--- src/rtl/edge_capture_counter_pkg.sv ---
// Shared types and sizing helpers for the gated edge counter.
package edge_capture_pkg;

  localparam int BYTE_W = 8;

  typedef enum logic [1:0] {
    IDLE = 2'd0,
    ARM  = 2'd1,
    GATE = 2'd2,
    HOLD = 2'd3
  } state_e;

  // byte_sel width: enough bits to address every result byte, never less than 1.
  function automatic int sel_width(input int cnt_w);
    int n;
    n = cnt_w / BYTE_W;
    return (n > 1) ? $clog2(n) : 1;
  endfunction

endpackage

--- src/rtl/edge_capture_counter_if.sv ---
// Control/result bus of the edge capture counter.
interface edge_capture_counter_if
  import edge_capture_pkg::*;
#(
  parameter int CNT_W = 16
);

  localparam int SEL_W = sel_width(CNT_W);

  logic                 start;
  logic [SEL_W-1:0]     byte_sel;
  logic                 busy;
  logic                 done;
  logic                 overflow;
  logic [CNT_W-1:0]     count;
  logic [BYTE_W-1:0]    byte_out;

  modport master (
    output start, byte_sel,
    input  busy, done, overflow, count, byte_out
  );

  modport slave (
    input  start, byte_sel,
    output busy, done, overflow, count, byte_out
  );

endinterface

--- src/rtl/edge_capture_counter_sync.sv ---
// Synchroniser chain for an asynchronous pin plus rising-edge detect.
module sync_edge_detect #(
  parameter int SYNC_STAGES = 2
) (
  input  logic clk,
  input  logic rst,
  input  logic async_in,
  output logic rise
);

  logic [SYNC_STAGES-1:0] sync_q;
  logic                   prev_q;

  always_ff @(posedge clk) begin
    if (rst) begin
      sync_q <= '0;
      prev_q <= 1'b0;
    end else begin
      sync_q <= {sync_q[SYNC_STAGES-2:0], async_in};
      prev_q <= sync_q[SYNC_STAGES-1];
    end
  end

  assign rise = sync_q[SYNC_STAGES-1] & ~prev_q;

endmodule

--- src/rtl/edge_capture_counter.sv ---
// Counts synchronised rising edges of sig_in over a GATE_CYCLES window and
// publishes the latched result, byte-addressable.
module edge_capture_counter
  import edge_capture_pkg::*;
#(
  parameter int CNT_W       = 16,
  parameter int GATE_CYCLES = 1000,
  parameter int SYNC_STAGES = 2
) (
  input  logic                  clk,
  input  logic                  rst,
  input  logic                  sig_in,
  edge_capture_counter_if.slave bus
);

  localparam int NB    = CNT_W / BYTE_W;
  localparam int WIN_W = (GATE_CYCLES > 1) ? $clog2(GATE_CYCLES) : 1;

  state_e             state, state_nx;
  logic [WIN_W-1:0]   win_q;
  logic [CNT_W-1:0]   run_q, run_nx;
  logic               sticky_q, sticky_nx;
  logic [CNT_W-1:0]   count_q;
  logic               ovf_q, busy_q, done_q;
  logic               rise;
  logic               gate_end;
  logic [BYTE_W-1:0]  byte_nx;

  sync_edge_detect #(.SYNC_STAGES(SYNC_STAGES)) u_sync (
    .clk      (clk),
    .rst      (rst),
    .async_in (sig_in),
    .rise     (rise)
  );

  assign gate_end = (state == GATE) && (win_q == '0);

  always_comb begin
    state_nx = state;
    case (state)
      IDLE, HOLD: if (bus.start) state_nx = ARM;
      ARM:        state_nx = GATE;
      GATE:       if (win_q == '0) state_nx = HOLD;
      default:    state_nx = IDLE;
    endcase
  end

  // Next running count folds in this cycle's rise so the final GATE cycle is included.
  always_comb begin
    run_nx    = run_q;
    sticky_nx = sticky_q;
    if (state == ARM) begin
      run_nx    = '0;
      sticky_nx = 1'b0;
    end else if (state == GATE && rise) begin
      if (&run_q) sticky_nx = 1'b1;
      else        run_nx    = run_q + 1'b1;
    end
  end

  always_ff @(posedge clk) begin
    if (rst) begin
      state    <= IDLE;
      win_q    <= '0;
      run_q    <= '0;
      sticky_q <= 1'b0;
      count_q  <= '0;
      ovf_q    <= 1'b0;
      busy_q   <= 1'b0;
      done_q   <= 1'b0;
    end else begin
      state    <= state_nx;
      run_q    <= run_nx;
      sticky_q <= sticky_nx;
      busy_q   <= (state_nx == ARM) || (state_nx == GATE);
      done_q   <= gate_end;
      if (state == ARM)
        win_q <= WIN_W'(GATE_CYCLES - 1);
      else if (state == GATE && win_q != '0)
        win_q <= win_q - 1'b1;
      if (gate_end) begin
        count_q <= run_nx;
        ovf_q   <= sticky_nx;
      end
    end
  end

  always_comb begin
    byte_nx = '0;
    for (int i = 0; i < NB; i++)
      if (int'(bus.byte_sel) == i) byte_nx = count_q[i*BYTE_W +: BYTE_W];
  end

  assign bus.busy     = busy_q;
  assign bus.done     = done_q;
  assign bus.overflow = ovf_q;
  assign bus.count    = count_q;
  assign bus.byte_out = byte_nx;

endmodule

--- src/flat_wrapper.sv ---
// flat-port wrapper written by rule: the top's interface ports become plain ports
module edge_capture_counter_flat import edge_capture_pkg::*;
#(
  parameter int CNT_W       = 16,
  parameter int GATE_CYCLES = 1000,
  parameter int SYNC_STAGES = 2
)
  (clk, rst, sig_in, bus_start, bus_byte_sel, bus_busy, bus_done, bus_overflow, bus_count, bus_byte_out);
  edge_capture_counter_if #(.CNT_W(CNT_W)) bus_i ();
  input  logic clk;
  input  logic rst;
  input  logic sig_in;
  input wire logic [$bits(bus_i.start)-1:0] bus_start;
  input wire logic [$bits(bus_i.byte_sel)-1:0] bus_byte_sel;
  output wire logic [$bits(bus_i.busy)-1:0] bus_busy;
  output wire logic [$bits(bus_i.done)-1:0] bus_done;
  output wire logic [$bits(bus_i.overflow)-1:0] bus_overflow;
  output wire logic [$bits(bus_i.count)-1:0] bus_count;
  output wire logic [$bits(bus_i.byte_out)-1:0] bus_byte_out;
  assign bus_i.start = bus_start;
  assign bus_i.byte_sel = bus_byte_sel;
  assign bus_busy = bus_i.busy;
  assign bus_done = bus_i.done;
  assign bus_overflow = bus_i.overflow;
  assign bus_count = bus_i.count;
  assign bus_byte_out = bus_i.byte_out;
  edge_capture_counter #(.CNT_W(CNT_W), .GATE_CYCLES(GATE_CYCLES), .SYNC_STAGES(SYNC_STAGES)) u_core (.clk(clk), .rst(rst), .sig_in(sig_in), .bus(bus_i));
endmodule
--- config.mk ---
export PLATFORM = sky130hd
export DESIGN_NAME = edge_capture_counter_flat
export DESIGN_NICKNAME = d
export VERILOG_FILES = /design/src/rtl/edge_capture_counter_pkg.sv /design/src/rtl/edge_capture_counter_if.sv /design/src/rtl/edge_capture_counter_sync.sv /design/src/rtl/edge_capture_counter.sv /design/src/flat_wrapper.sv
export SDC_FILE = /design/constraint.sdc
export NUM_CORES = 1
export LEC_CHECK = 0
export BUFFER_PORTS_ARGS = -buffer_cell sky130_fd_sc_hd__buf_2
export CAP_MARGIN = 10
export CORE_MARGIN = 2
export CORE_UTILIZATION = 40
export CTS_CLUSTER_DIAMETER = 100
export CTS_CLUSTER_SIZE = 25
export DETAILED_ROUTE_END_ITERATION = 8
export PLACE_DENSITY_LB_ADDON = 0.25
export SLEW_MARGIN = 40
export SYNTH_ARGS = -nofsm -noshare
export SYNTH_HDL_FRONTEND = slang
export SYNTH_SLANG_ARGS = --single-unit
--- constraint.sdc ---
create_clock -name clk -period 4.3 [get_ports clk]
set_clock_uncertainty 0.1 [all_clocks]
set_input_delay 0 -clock clk [delete_from_list [all_inputs] [get_ports clk]]
set_output_delay 0 -clock clk [all_outputs]
set_load 0.05 [all_outputs]
Word-level counts from Yosys, hierarchy flattened
Cells that the tools add are included.
{"block": "word_totals", "ff_bits": 51, "latchBits": 0, "ramBits": 0, "romBits": 0, "out_inout_bits": 27, "mem_count": 0}
{"block": "classes", "add_sub_neg": 2, "multipliers": 0, "div_mod_pow": 0, "n_lt_le_gt_ge": 0, "n_eq_ne": 5, "n_shift": 0, "mux": 12, "n_bitwise": 2, "n_reduce_logical": 11}
{"op": "$mux 16", "n": 3}
{"op": "$mux 10", "n": 2}
{"op": "$add 16x1->16 const B", "n": 1}
{"op": "$reduce_and 16->1", "n": 1}
{"op": "$logic_not 10->1", "n": 1}
{"op": "$reduce_bool 10->1", "n": 1}
{"op": "$sub 10x1->10 const B", "n": 1}
{"op": "$mux 8", "n": 1}
{"op": "$eq 2x2->1 const B", "n": 3}
{"op": "$pmux 2 s3", "n": 1}
{"op": "$eq 2x1->1 const B", "n": 2}
{"op": "$mux 2", "n": 2}
{"op": "$reduce_or 2->1", "n": 2}
{"op": "$logic_and 1x1->1", "n": 3}
{"op": "$mux 1", "n": 3}
{"op": "$logic_not 2->1", "n": 1}
{"op": "$reduce_bool 2->1", "n": 1}
{"op": "$and 1x1->1", "n": 1}
{"op": "$logic_or 1x1->1", "n": 1}
{"op": "$not 1->1", "n": 1}

Logic depth before layout (Yosys ltp)
{"block": "depth", "ltp_word": 5, "ltp_mapped": 8}

Hierarchy
Synthesis repeated with hierarchy kept, for this count alone.
{"block": "hier_totals", "hier_cells": 293, "hier_area_um2": 2516.2}
{"mod": "edge_capture_counter", "n_inst": 1, "cells_each": 286, "area_per_inst_um2": 2428.6}
{"mod": "sync_edge_detect", "n_inst": 1, "cells_each": 7, "area_per_inst_um2": 87.6}

Least setup slack after synthesis
Ideal clock, no wire load.
{"block": "synth_timing", "path_type": "register -> register", "start": "reg u_core.state[0]", "end": "reg u_core.count_q[15], in the netlist u_core.bus.count[15]", "t_arrival_ps": 1913, "required_ps": 4072, "slack_ps": 2159, "stages_incl_launch_ff": 9, "path_buffers": 1, "synth_period_minus_slack_ps": 2141, "path_cell_list": "dfxtp_1 inv_1 ha_1 nand3b_1 or3_1 buf_2 nor4_2 mux2i_1 o21ai_1"}
{"block": "synth_between", "elab_chain_len": 4}
{"item": "start, declared", "line_no": "edge_capture_counter.sv:19", "source": "state_e state, state_nx;"}
{"item": "start signal, assigned", "line_no": "edge_capture_counter.sv:72", "source": "state <= state_nx;"}
{"item": "$eq 2x2->1", "line_no": "edge_capture_counter.sv:36, edge_capture_counter.sv:55"}
{"item": "$logic_and 1x1->1", "line_no": "edge_capture_counter.sv:55", "source": "end else if (state == GATE && rise) begin"}
{"item": "$mux 16", "line_no": "edge_capture_counter.sv:55"}
{"item": "$mux 16", "line_no": "edge_capture_counter.sv:52", "source": "if (state == ARM) begin"}
{"item": "end signal, assigned", "line_no": "edge_capture_counter.sv:82", "source": "count_q <= run_nx;"}
{"item": "end, declared", "line_no": "edge_capture_counter.sv:23", "source": "logic [CNT_W-1:0] count_q;"}
Parallel ways exist; a longest one is shown, timed or not.
A chain may end at the register's enable or synchronous reset.

Final worst setup path
{"block": "layout_timing", "start": "reg u_core.state[0]", "end": "reg u_core.count_q[2], in the netlist u_core.bus.count[2]"}
The elaborated chain is that of the path after synthesis.

==> results.tsv <==
stage	metric	value	unit
global_route	pin count of the biggest net entering global routing	23	
critical_path	cell depth of the worst setup path	6	
status	outcome	finished, final reports clean	
synthesis	largest family of logic cells by synthesized area	simple AND/OR/NAND/NOR gates	
layout	ant diodes	0	
sta	Least-Margin Pin Slew	0.7414	ns
critical_path	Slowest cell on crit path	or2_1	
power	worst IR drop on VDD	361.3	uV
layout	Final Util	0.4790	
detailed_routing	first-iteration detailed-routing DRC count	75	
synthesis	Ys Warns	0	
place	Detailed Place HPWL	3346	um
critical_path	Max FO, Critical Path	13	
synthesis	syn_area_per_cell	9.106	sq um
detailed_routing	DR pass1 iterations	4	
layout	commonest non-fill, non-tap cells in the layout	dfxtp_1 (51), buf_2 (31), nand2_1 (27), nor2_1 (26), o21ai_1 (14)	
sta	worst path setup slack after routing	1.872	ns
synthesis	simple-gate share of the synthesized area	0.2601	
floorplan	Die W	79.74	um
floorplan	Starting Density	0.4142	
clocking	clk sinks	51	
synthesis	syn nets	262	
critical_path	WP data arrival	2.55	ns
critical_path	crit path launch	u_core.state[0]	
global_route	vias in the first global route	1699	
synthesis	Syn Inst Count	252	
synthesis	Synth Register Bits	51	
sta	RSZ-0062 raised after global routing	no	
layout	commonest non-fill, non-tap cell in the layout	dfxtp_1	
critical_path	cells along the critical path	inv_1, ha_1, nor4b_1, nand3_1, or2_1, o31ai_1	
critical_path	r2r setup slk	1.87	ns
critical_path	startpoint types	flop	
floorplan	die area	0.006358	sq mm
global_route	grt ovf	0	
clocking	CTS root buffer	clkbuf_8	
layout	fin nets	298	
sta	Final TNS setup	0	ns
global_route	initial antenna violation count	0	
global_route	total global-route track usage	0.1617	
critical_path	R2R Path End	u_core.bus.count[2]	
flow_run	maxcap violations	0	
detailed_routing	total wire length	4699	um
synthesis	post-synthesis sequential area ratio	0.4449	
synthesis	post-synthesis compound-gate area fraction	0.1112	
clocking	total CTS buffers	5	
synthesis	XOR/XNOR share of the synthesized area	0.06870	
critical_path	CP required	4.43	ns
global_route	first-pass GRT wire length	8004	um
place	pre-CTS setup slack	1.900	ns
critical_path	critical path class	reg2reg	
sta	final hold slack	0.3469	ns
layout	layout overhead on the synthesized area	15.65	%
sta	fin crit share	0.5646	
power	Power Density	495.9	mW/mm^2
sta	Fin. Hold Viols	0	
clocking	Worst-path clk slew	0.09	ns
synthesis	mapped cell area	0.002295	sq mm
floorplan	I/O Pins	32	
clocking	Clock Tree Buf Depth	2	
sta	min Tclk post-route	2.428	ns
critical_path	critical path's top delay family	simple AND/OR/NAND/NOR gates	
detailed_routing	routed vias	1827	
critical_path	CP Buf/Inv Count	1	
place	I/O Buffers	31	
detailed_routing	WL per Instance	13.02	um
sta	max-slew violation count	0	
floorplan	num rows	27	
detailed_routing	DRC viols	0	
floorplan	Core Region	0.005540	sq mm
power	Leak	0.001002	uW
floorplan	height of the die	79.74	um
place	RD Place Congestion	0.8013	
layout	post-layout instance area	0.002654	sq mm
synthesis	adder-cell share of the synthesized area	0.02726	
critical_path	reg2reg start	u_core.state[0]	
layout	layout cells sized above 1	0.1972	
sta	slew margin rel.	0.5046	
detailed_routing	Final ANT Viol Nets	0	
critical_path	R2R depth	6	
hold_path	HP Class	reg2reg	
place	placed inst area	0.002520	sq mm
synthesis	Netlist cell types	42	
critical_path	CP peak stage delay	0.47	ns
clocking	# H-tree levels	2	
clocking	Skew-Pair Late Insertion Delay	0.31	ns
critical_path	CP Capture Point	u_core.bus.count[2]	
sta	Fmax achieved	0.4119	GHz
critical_path	CP endpoint kind	flop	
clocking	CTS tree	done	
clocking	post-cts sizing count	0	
detailed_routing	Via density	5.061	
synthesis	mux contribution to synthesized area	0.06107	
sta	Setup violations, final	0	
-- power breakdown --
| part | internal, uW | switching, uW | total [uW] |
|---|---|---|---|
| sequential | 528 | 67.7 | 596 |
| clock | 117 | 167 | 284 |
| combinational | 178 | 259 | 436 |
| total | 822 | 494 | 1320 |
-- metrics by stage --
stage	instances	power, uW
final	361	1316
after detailed placement	349	1039
after floorplan	252	949.2
after global placement	349	1034
after CTS	361	1331
after global routing	361	1408
-- flip-flops by register name (all words and copies together) (netlist names) --
signal                flops
u_core.bus.count         16
u_core.u_sync.sync_q      2
u_core.sticky_q           1
u_core.bus.done           1
u_core.bus.overflow       1
u_core.u_sync.prev_q      1
u_core.state              2
u_core.win_q             10
u_core.bus.busy           1
u_core.run_q             16
-- layout make-up --
class | count | area (sq um)
Clock buffer | 5 | 68.82
Clock inverter | 3 | 25.02
Fill cell | 533 | 2887
Inverter | 9 | 33.78
Multi-Input combinational cell | 185 | 1212
Sequential cell | 51 | 1021
Tap cell | 72 | 90.09
Timing Repair Buffer | 36 | 202.7
-- synthesized netlist by cell type (all sizes together) --
master,count,area [sq um]
buf,1,5.000
dfxtp,51,1021
xor2,6,52.55
o2111a,1,11.26
clkbuf,6,22.52
o22ai,1,6.260
nor2b,5,31.28
nor3,7,35.03
nor2,26,97.59
o31ai,2,20.02
a22oi,1,7.510
o211a,1,10.01
nand3,9,45.04
xnor2,12,105.1
ha,5,62.56
a2111oi,1,27.53
or4,2,15.01
a311oi,1,8.760
nor4,8,96.34
mux2i,5,50.05
nand2,27,101.4
nand3b,1,7.510
clkinv,1,3.750
a211oi,1,7.510
nor3b,2,15.01
mux2,8,90.09
nor4b,2,17.52
a21oi,12,60.06
or4b,1,10.01
inv,8,30.03
o21ai,18,90.09
or2,1,6.260
and3,3,18.77
nand4,6,43.79
nand2b,4,25.02
or3,5,31.28
a31oi,1,6.260
-- kinds of logic after synthesis --
| family | Yosys count |
|---|---|
| xor+xnor | 18 |
| flops | 51 |
| mux | 13 |
| fa+ha+maj | 5 |
| buf+inv | 16 |
| compound gates | 40 |
| simple gates | 109 |
-- what timing repair did --
action,4_1_cts,5_1_grt
endpoints found under the hold margin,15,0
buffers inserted,0,0
hold buffers,4,0
-- worst min path at each step --
| stage | from | to | cells past startpoint |
|---|---|---|---|
| 2_1_floorplan | rst | u_core.u_sync.prev_q | 1 |
| 3_3_place_gp | sig_in | u_core.u_sync.sync_q[0] | 2 |
| 3_5_place_dp | sig_in | u_core.u_sync.sync_q[0] | 2 |
| 5_1_grt | u_core.u_sync.sync_q[0] | u_core.u_sync.sync_q[1] | 1 |
| 4_1_cts | u_core.bus.overflow | u_core.bus.overflow | 2 |
| 6_report | u_core.u_sync.sync_q[0] | u_core.u_sync.sync_q[1] | 1 |
-- routing by layer --
layer	routed length, um	GRT usage	vias to the layer above
met3	143	0.03394	6
met5	0	0	-
li1	-	-	959
met2	2075	0.2429	29
met4	66	0.06441	0
met1	2414	0.2261	833
Power figures use the tool's default switching activity.
